`src/rtl/lock_actuator_ctrl.sv`:
```
// Lock actuator: turns edge-detected lock commands into timed solenoid/siren drives.
// Optional FORCED_ENTRY_EN: door opening while idle raises the alarm.
module lock_actuator_ctrl #(
    parameter int UNLOCK_CYCLES  = 16,
    parameter int ALARM_CYCLES   = 32,
    parameter int LOCKOUT_CYCLES = 8
) (
    input  logic       clk_i,
    input  logic       rst_i,
    input  logic [1:0] lock_cmd_i,
    input  logic       door_open_i,
    input  logic       alarm_ack_i,
    output logic       solenoid_o,
    output logic       siren_o,
    output logic       busy_o,
    output logic [1:0] status_o
);

    localparam int MAX_UA = (UNLOCK_CYCLES > ALARM_CYCLES) ? UNLOCK_CYCLES : ALARM_CYCLES;
    localparam int MAX_C  = (MAX_UA > LOCKOUT_CYCLES) ? MAX_UA : LOCKOUT_CYCLES;
    localparam int CW     = $clog2(MAX_C + 1);

    localparam logic [CW-1:0] UNLOCK_LD  = CW'(UNLOCK_CYCLES - 1);
    localparam logic [CW-1:0] ALARM_LD   = CW'(ALARM_CYCLES - 1);
    localparam logic [CW-1:0] LOCKOUT_LD = CW'(LOCKOUT_CYCLES - 1);

    typedef enum logic [2:0] {
        S_IDLE,
        S_UNLOCKED,
        S_DOOR_WAIT,
        S_ALARM,
        S_LOCKOUT
    } state_e;

    state_e          state_q, state_d;
    logic [CW-1:0]   cnt_q, cnt_d;
    logic [1:0]      cmd_prev_q;
    logic            unlock_ev, alarm_ev, force_ev;

    assign unlock_ev = lock_cmd_i[1] & ~cmd_prev_q[1] & ~lock_cmd_i[0];
    assign alarm_ev  = lock_cmd_i[0] & ~cmd_prev_q[0];

`ifdef FORCED_ENTRY_EN
    logic door_prev_q;

    always_ff @(posedge clk_i or posedge rst_i) begin
        if (rst_i) door_prev_q <= 1'b0;
        else       door_prev_q <= door_open_i;
    end

    assign force_ev = door_open_i & ~door_prev_q;
`else
    assign force_ev = 1'b0;
`endif

    always_ff @(posedge clk_i or posedge rst_i) begin
        if (rst_i) begin
            state_q    <= S_IDLE;
            cnt_q      <= '0;
            cmd_prev_q <= 2'b00;
        end else begin
            state_q    <= state_d;
            cnt_q      <= cnt_d;
            cmd_prev_q <= lock_cmd_i;
        end
    end

    always_comb begin
        state_d = state_q;
        cnt_d   = (cnt_q != '0) ? cnt_q - CW'(1) : '0;
        case (state_q)
            S_IDLE: begin
                if (alarm_ev || force_ev) begin
                    state_d = S_ALARM;
                    cnt_d   = ALARM_LD;
                end else if (unlock_ev) begin
                    state_d = S_UNLOCKED;
                    cnt_d   = UNLOCK_LD;
                end
            end
            S_UNLOCKED: begin
                // An open door takes precedence over the window expiring.
                if (alarm_ev) begin
                    state_d = S_ALARM;
                    cnt_d   = ALARM_LD;
                end else if (door_open_i) begin
                    state_d = S_DOOR_WAIT;
                    cnt_d   = '0;
                end else if (unlock_ev) begin
                    cnt_d   = UNLOCK_LD;
                end else if (cnt_q == '0) begin
                    state_d = S_IDLE;
                end
            end
            S_DOOR_WAIT: begin
                if (alarm_ev) begin
                    state_d = S_ALARM;
                    cnt_d   = ALARM_LD;
                end else if (!door_open_i) begin
                    state_d = S_IDLE;
                    cnt_d   = '0;
                end
            end
            S_ALARM: begin
                if (alarm_ack_i || cnt_q == '0) begin
                    state_d = S_LOCKOUT;
                    cnt_d   = LOCKOUT_LD;
                end
            end
            S_LOCKOUT: begin
                if (cnt_q == '0) state_d = S_IDLE;
            end
            default: begin
                state_d = S_IDLE;
                cnt_d   = '0;
            end
        endcase
    end

    assign solenoid_o = (state_q == S_UNLOCKED);
    assign siren_o    = (state_q == S_ALARM);
    assign busy_o     = (state_q != S_IDLE);

    always_comb begin
        status_o = 2'b00;
        case (state_q)
            S_UNLOCKED, S_DOOR_WAIT: status_o = 2'b01;
            S_ALARM:                 status_o = 2'b10;
            S_LOCKOUT:               status_o = 2'b11;
            default:                 status_o = 2'b00;
        endcase
    end

endmodule

```
`config.mk`:
```
export PLATFORM = sky130hd
export DESIGN_NAME = lock_actuator_ctrl
export DESIGN_NICKNAME = d
export VERILOG_FILES = /design/src/rtl/lock_actuator_ctrl.sv
export SDC_FILE = /design/constraint.sdc
export NUM_CORES = 1
export LEC_CHECK = 0
export CORE_MARGIN = 5
export CORE_UTILIZATION = 53
export CTS_CLUSTER_DIAMETER = 200
export DETAILED_ROUTE_END_ITERATION = 16
export PLACE_DENSITY = 0.77
export REMOVE_ABC_BUFFERS = 1
export SYNTH_ARGS = -nofsm -noshare
export SYNTH_HDL_FRONTEND = slang
export SYNTH_SLANG_ARGS = --single-unit
```
`constraint.sdc`:
```
create_clock -name clk_i -period 2.45 [get_ports clk_i]
set_input_delay 0.49 -clock clk_i [delete_from_list [all_inputs] [get_ports clk_i]]
set_output_delay 0.49 -clock clk_i [all_outputs]
set_load 0.01 [all_outputs]
```
After elaboration in Yosys (flattened, before gate mapping)
Index checks and enable logic that the tools add are counted.

Output and inout bits: 5. Flip-flop bits (word level): 11. Logic and storage cells: 45.

Muxes and demuxes: 20. Eq/ne operators: 8. Reduce and logical (&&, ||, !) cells: 7. Add/sub/neg operators: 1. Bitwise logic cells: 6.

Operators by type and width (number): two-way mux 6 bit (8); case mux 6 bit (5 select lines) (1); two-way mux 3 bit (9); case mux 3 bit (5 select lines) (1); == test 3 x 2 -> 1 bit (second input constant) (2); logical NOT 6 bit (1); inequality test 3 bit (second input constant) (2); case mux 2 bit (3 select lines) (1); nonzero test 6 bit (1); subtractor 6 x 1 -> 6 bit (second input constant) (1); inequality test 4 x 3 -> 1 bit (second input constant) (1); AND reduction 4 bit (1); AND 1 bit (3); == test 3 x 1 -> 1 bit (second input constant) (1); == test 3 bit (second input constant) (1); logical NOT 3 bit (1); NOT 1 bit (3); nonzero test 3 bit (1); inequality test 2 x 1 -> 1 bit (second input constant) (1); OR reduction 2 bit (1); logical OR 1 bit (1).

Depth between registers and ports, before layout
Word-level depth: 7. Mapped depth: 6.

Worst setup path before layout
No wires, ideal clock.

Path type: register to register. Start point: reg cnt_q[0]. End point: reg cnt_q[3]. Required time: 2.315 ns. Data arrival time: 1.593 ns. Clock period less this slack: 1.728 ns. Buffers on the path: 0. Path slack: 0.722 ns. Stages on the path, launching flop included: 7. Cell sequence: dfrtp_1 > inv_1 > ha_1 > nor3b_1 > a211oi_1 > o32ai_1 > o31ai_1.

Word-level cells in the longest chain between the ends: 6. Elaborated cells between the ends (all ways): 13. Classes of those cells: add/sub (1); mux (9); reduce/logical (3).

Ends and longest elaborated chain: start, declared (RTL line 36) `logic [CW-1:0] cnt_q, cnt_d;`; start signal, assigned (RTL line 63) `cnt_q <= cnt_d;`; subtractor 6 x 1 -> 6 bit / nonzero test 6 bit (equally long branches) (RTL line 70) `cnt_d = (cnt_q != '0) ? cnt_q - CW'(1) : '0;`; two-way mux 6 bit (RTL line 70); two-way mux 6 bit (RTL line 76, 89); two-way mux 6 bit (RTL line 86) `end else if (door_open_i) begin`; two-way mux 6 bit (RTL line 83) `if (alarm_ev) begin`; case mux 6 bit (5 select lines) * (RTL line 71) `case (state_q)`; net cnt_d[3] (RTL line 36).

The timed path passes the listed nets; every way through them passes the cells marked *. A chain may end at the register's enable or synchronous reset.

Worst setup path after layout
Start point: reg state_q[0]. End point: out status_o[1].

Word-level cells in the longest chain between the ends: 3. Elaborated cells between the ends (all ways): 6. Classes of those cells: eq/ne (4); mux (1); reduce/logical (1).

Ends and longest elaborated chain: start, declared (RTL line 35) `state_e state_q, state_d;`; start signal, assigned (RTL line 62) `state_q <= state_d;`; == test 3 x 1 -> 1 bit / == test 3 x 2 -> 1 bit (equally long branches) (RTL line 126) `case (state_q)`; OR reduction 2 bit (RTL line 126); case mux 2 bit (3 select lines) * (RTL line 126); end, declared (RTL line 16) `output logic [1:0] status_o`.

Every way passes the cells marked *; elsewhere a longest branch is shown, timed or not.

==> flow_summary.toml <==
[routing]
wl_met2_um = 857
wl_per_cell_um = 14.6
dr.pass1.iters = 4
drc = 0
antenna_left = 0
vias = 807
first_iter_violations = 29
top_layer_used = "met4"
drt-vias-per-instance = 6.35
wl_met3_um = 130
wl_met1_um = 842
routed_wl_mm = 1.85

[floorplan]
num_io_pins = 11
placementRows = 14
die-width_um = 49.5
coreArea_um2 = 1490
start_util_pct = 55.5
dieHeight_um = 49.5
fp.dieArea_um2 = 2450

[finish]
fillers = 134
multi_input_area_um2 = 493
diodes = 0
register_area_um2 = 277
num-nets-final = 120
drive_gt1_share_pct = 10.8
layout_common_cells = "o21ai_0, nor2_1, dfrtp_1, clkdlybuf4s50_1, a21oi_1"
mostFrequentLayoutCell = "o21ai_0"
area_delta_synth_final_pct = 17.5
final_core_util_pct = 65.3

[setup_path]
cp_slowest_cell = "clkdlybuf4s50_1"
critical_path.max_stage_delay_ns = 0.53
r2r_setup_slack_ns = 0.42
worstPathCellList = "nor2_1, nand2_1, nand2_1, clkdlybuf4s50_1"
reg2reg_to = "cnt_q[5]"
crit_path_end_kind = "primary output"
crit_fanout = 17
crit_arrival_ns = 1.79
path_delay_family = "buffers and inverters"
worstSetupStartpointType = "register"
critPathRequiredTime_ns = 1.96
cp.buffers_inverters = 1
critical_path.most_common_cell = "nand2_1"
path_class = "register to primary output"
worstRegToRegCells = 7
r2r-start = "cnt_q[0]"

[logic_synthesis]
postSynthAreaPerCell_um2 = 8.27
synthDominantCellAreaShare_pct = 33.3
synth_top_area_cell = "dfrtp_1"
synthCells = 100
syn_area_um2 = 827
synth-seq-cells = 11
synth_cell_type_count = 33
yosysSeqAreaShare_pct = 33.3
yosys-top-cells-area = "dfrtp_1, o21ai_0, a21oi_1"
yosys_warnings = 0

[sta]
hold_violations = 0
setup_viol_count_final = 0
post-route-min-period_ns = 2.28
max_freq_ghz = 0.439
drv_slew = 0
slew_headroom_pct = 63.1
worstMarginPinSlew_ns = 0.550
finalCritPeriodShare_pct = 93.0
fin_skew_ns = 0.00240
final.setup.tns_ns = 0
grt_setup_unrepaired = "false"

[global_routing]
gr-total-overflow = 0
grt_pass1_wl_mm = 3.18
grt_max_degree = 18
grt.total_usage_pct = 16.1
antenna_found_initial = 0
grt_pass1_vias = 721

[clock_tree]
postCtsSetupBuffers = 0
cts_num_sinks = 11
cts_tree = "yes"
worstSkewPairLatency_ns = 0.27
clk_pin_slew_worst_paths_ns = 0.07
root_buffer = "clkbuf_4"
htreeDepth = 1
clk_path_buf_depth = 2
cts_buffers = 3

[placement]
routabilityCongestion = 0.897
hpwl_mm = 1.39
port-buffer-count = 10

[power]
finalPower_mw = 1.28
peakVddDrop_uv = 679
power_density_nw_per_um2 = 1320
p_leak_nw = 0.403

[flow_run]
drv_cap = 0

[run_status]
status = "finished clean"

[min_path]
hp-class = "primary input to asynchronous set/reset pin"
==> synthesized netlist by cell type <==
library cell   n
nor2_1        10
nor4_2         1
dfrtp_1       11
buf_6          1
a21oi_1        8
clkbuf_1       5
nand2_1        4
o32ai_1        3
buf_2          2
inv_1          5
nand2b_1       2
ha_1           2
o22a_1         1
nor3b_1        3
o21a_1         1
nor2b_1        2
or3_1          1
nand2b_4       1
or3b_2         1
a211o_1        1
nor3_1         3
or4b_1         1
and4b_1        1
and2_1         2
o31ai_1        4
nor4_1         1
xnor2_1        2
or4_1          1
a211oi_1       5
o21ai_0       11
nand3b_1       1
nand4b_1       1
xor2_1         2
==> power breakdown <==
group          total, mW  switching (mW)  leakage [nW]  internal [mW]
combinational      0.773           0.392         0.253          0.381
sequential         0.379           0.120         0.135          0.259
clock              0.127          0.0635        0.0150         0.0632
total               1.28           0.576         0.403          0.703
==> worst max-delay path by stage <==
| stage | startpoint | to | slack, ns | cells past startpoint |
|---|---|---|---|---|
| after CTS | state_q[0] | solenoid_o | 0.08 | 3 |
| after global routing | state_q[0] | status_o[1] | 0.11 | 4 |
| final | state_q[0] | status_o[1] | 0.17 | 4 |
| after detailed placement | lock_cmd_i[0] | cnt_q[5] | 0.27 | 5 |
| after floorplan | cnt_q[0] | cnt_q[3] | 0.72 | 6 |
| after global placement | lock_cmd_i[0] | cnt_q[5] | 0.32 | 5 |
==> state kept, by name, summed over array words and instances (netlist names) <==
name and flops:
cnt_q 6, state_q 3, cmd_prev_q 2
==> layer usage <==
metal	vias up	global-route usage, %
met5	-	0
met2	35	26.4
met4	0	4.80
met3	5	2.71
li1	392	-
met1	375	21.5
==> what timing repair did <==
item	in CTS	in global routing
endpoints found under the setup margin	0	1
hold buffers	0	0
gates resized for setup	0	1
endpoints found under the hold margin	0	0
==> per-stage QoR <==
stage / setup WS, ns / hold slack [ns] / cells / cell area (um^2)
after floorplan: 0.719 / 0.342 / 92 / 787
after global placement: 0.316 / 0.574 / 123 / 945
after detailed placement: 0.275 / 0.599 / 123 / 945
after CTS: 0.0795 / 0.525 / 127 / 971
after global routing: 0.112 / 0.553 / 127 / 972
final: 0.172 / 0.506 / 127 / 972
==> worst reg2reg max path: stages (launching register included) <==
cell	delay, ns
dfrtp_1	0.36
inv_1	0.09
ha_1	0.20
nor3b_1	0.13
buf_4	0.15
a211oi_1	0.48
and4b_1	0.27
nor4_2	0.26
==> final cells by class <==
type	count	area share, %
inverters	5	1.93
well taps	16	2.06
repair buffers	15	14.2
multi-input cells	76	50.7
flip-flops and latches	11	28.4
clock buffers	4	2.70
==> cell families after synthesis <==
kind of cell / after synthesis / synth area share [%]
flops: 11 / 33.3
xor+xnor: 4 / 4.24
simple gates: 36 / 26.5
compound gates: 34 / 25.9
buf+inv: 13 / 7.11
fa+ha+maj: 2 / 3.03
No activity file was read; power rests on OpenSTA's default activity.
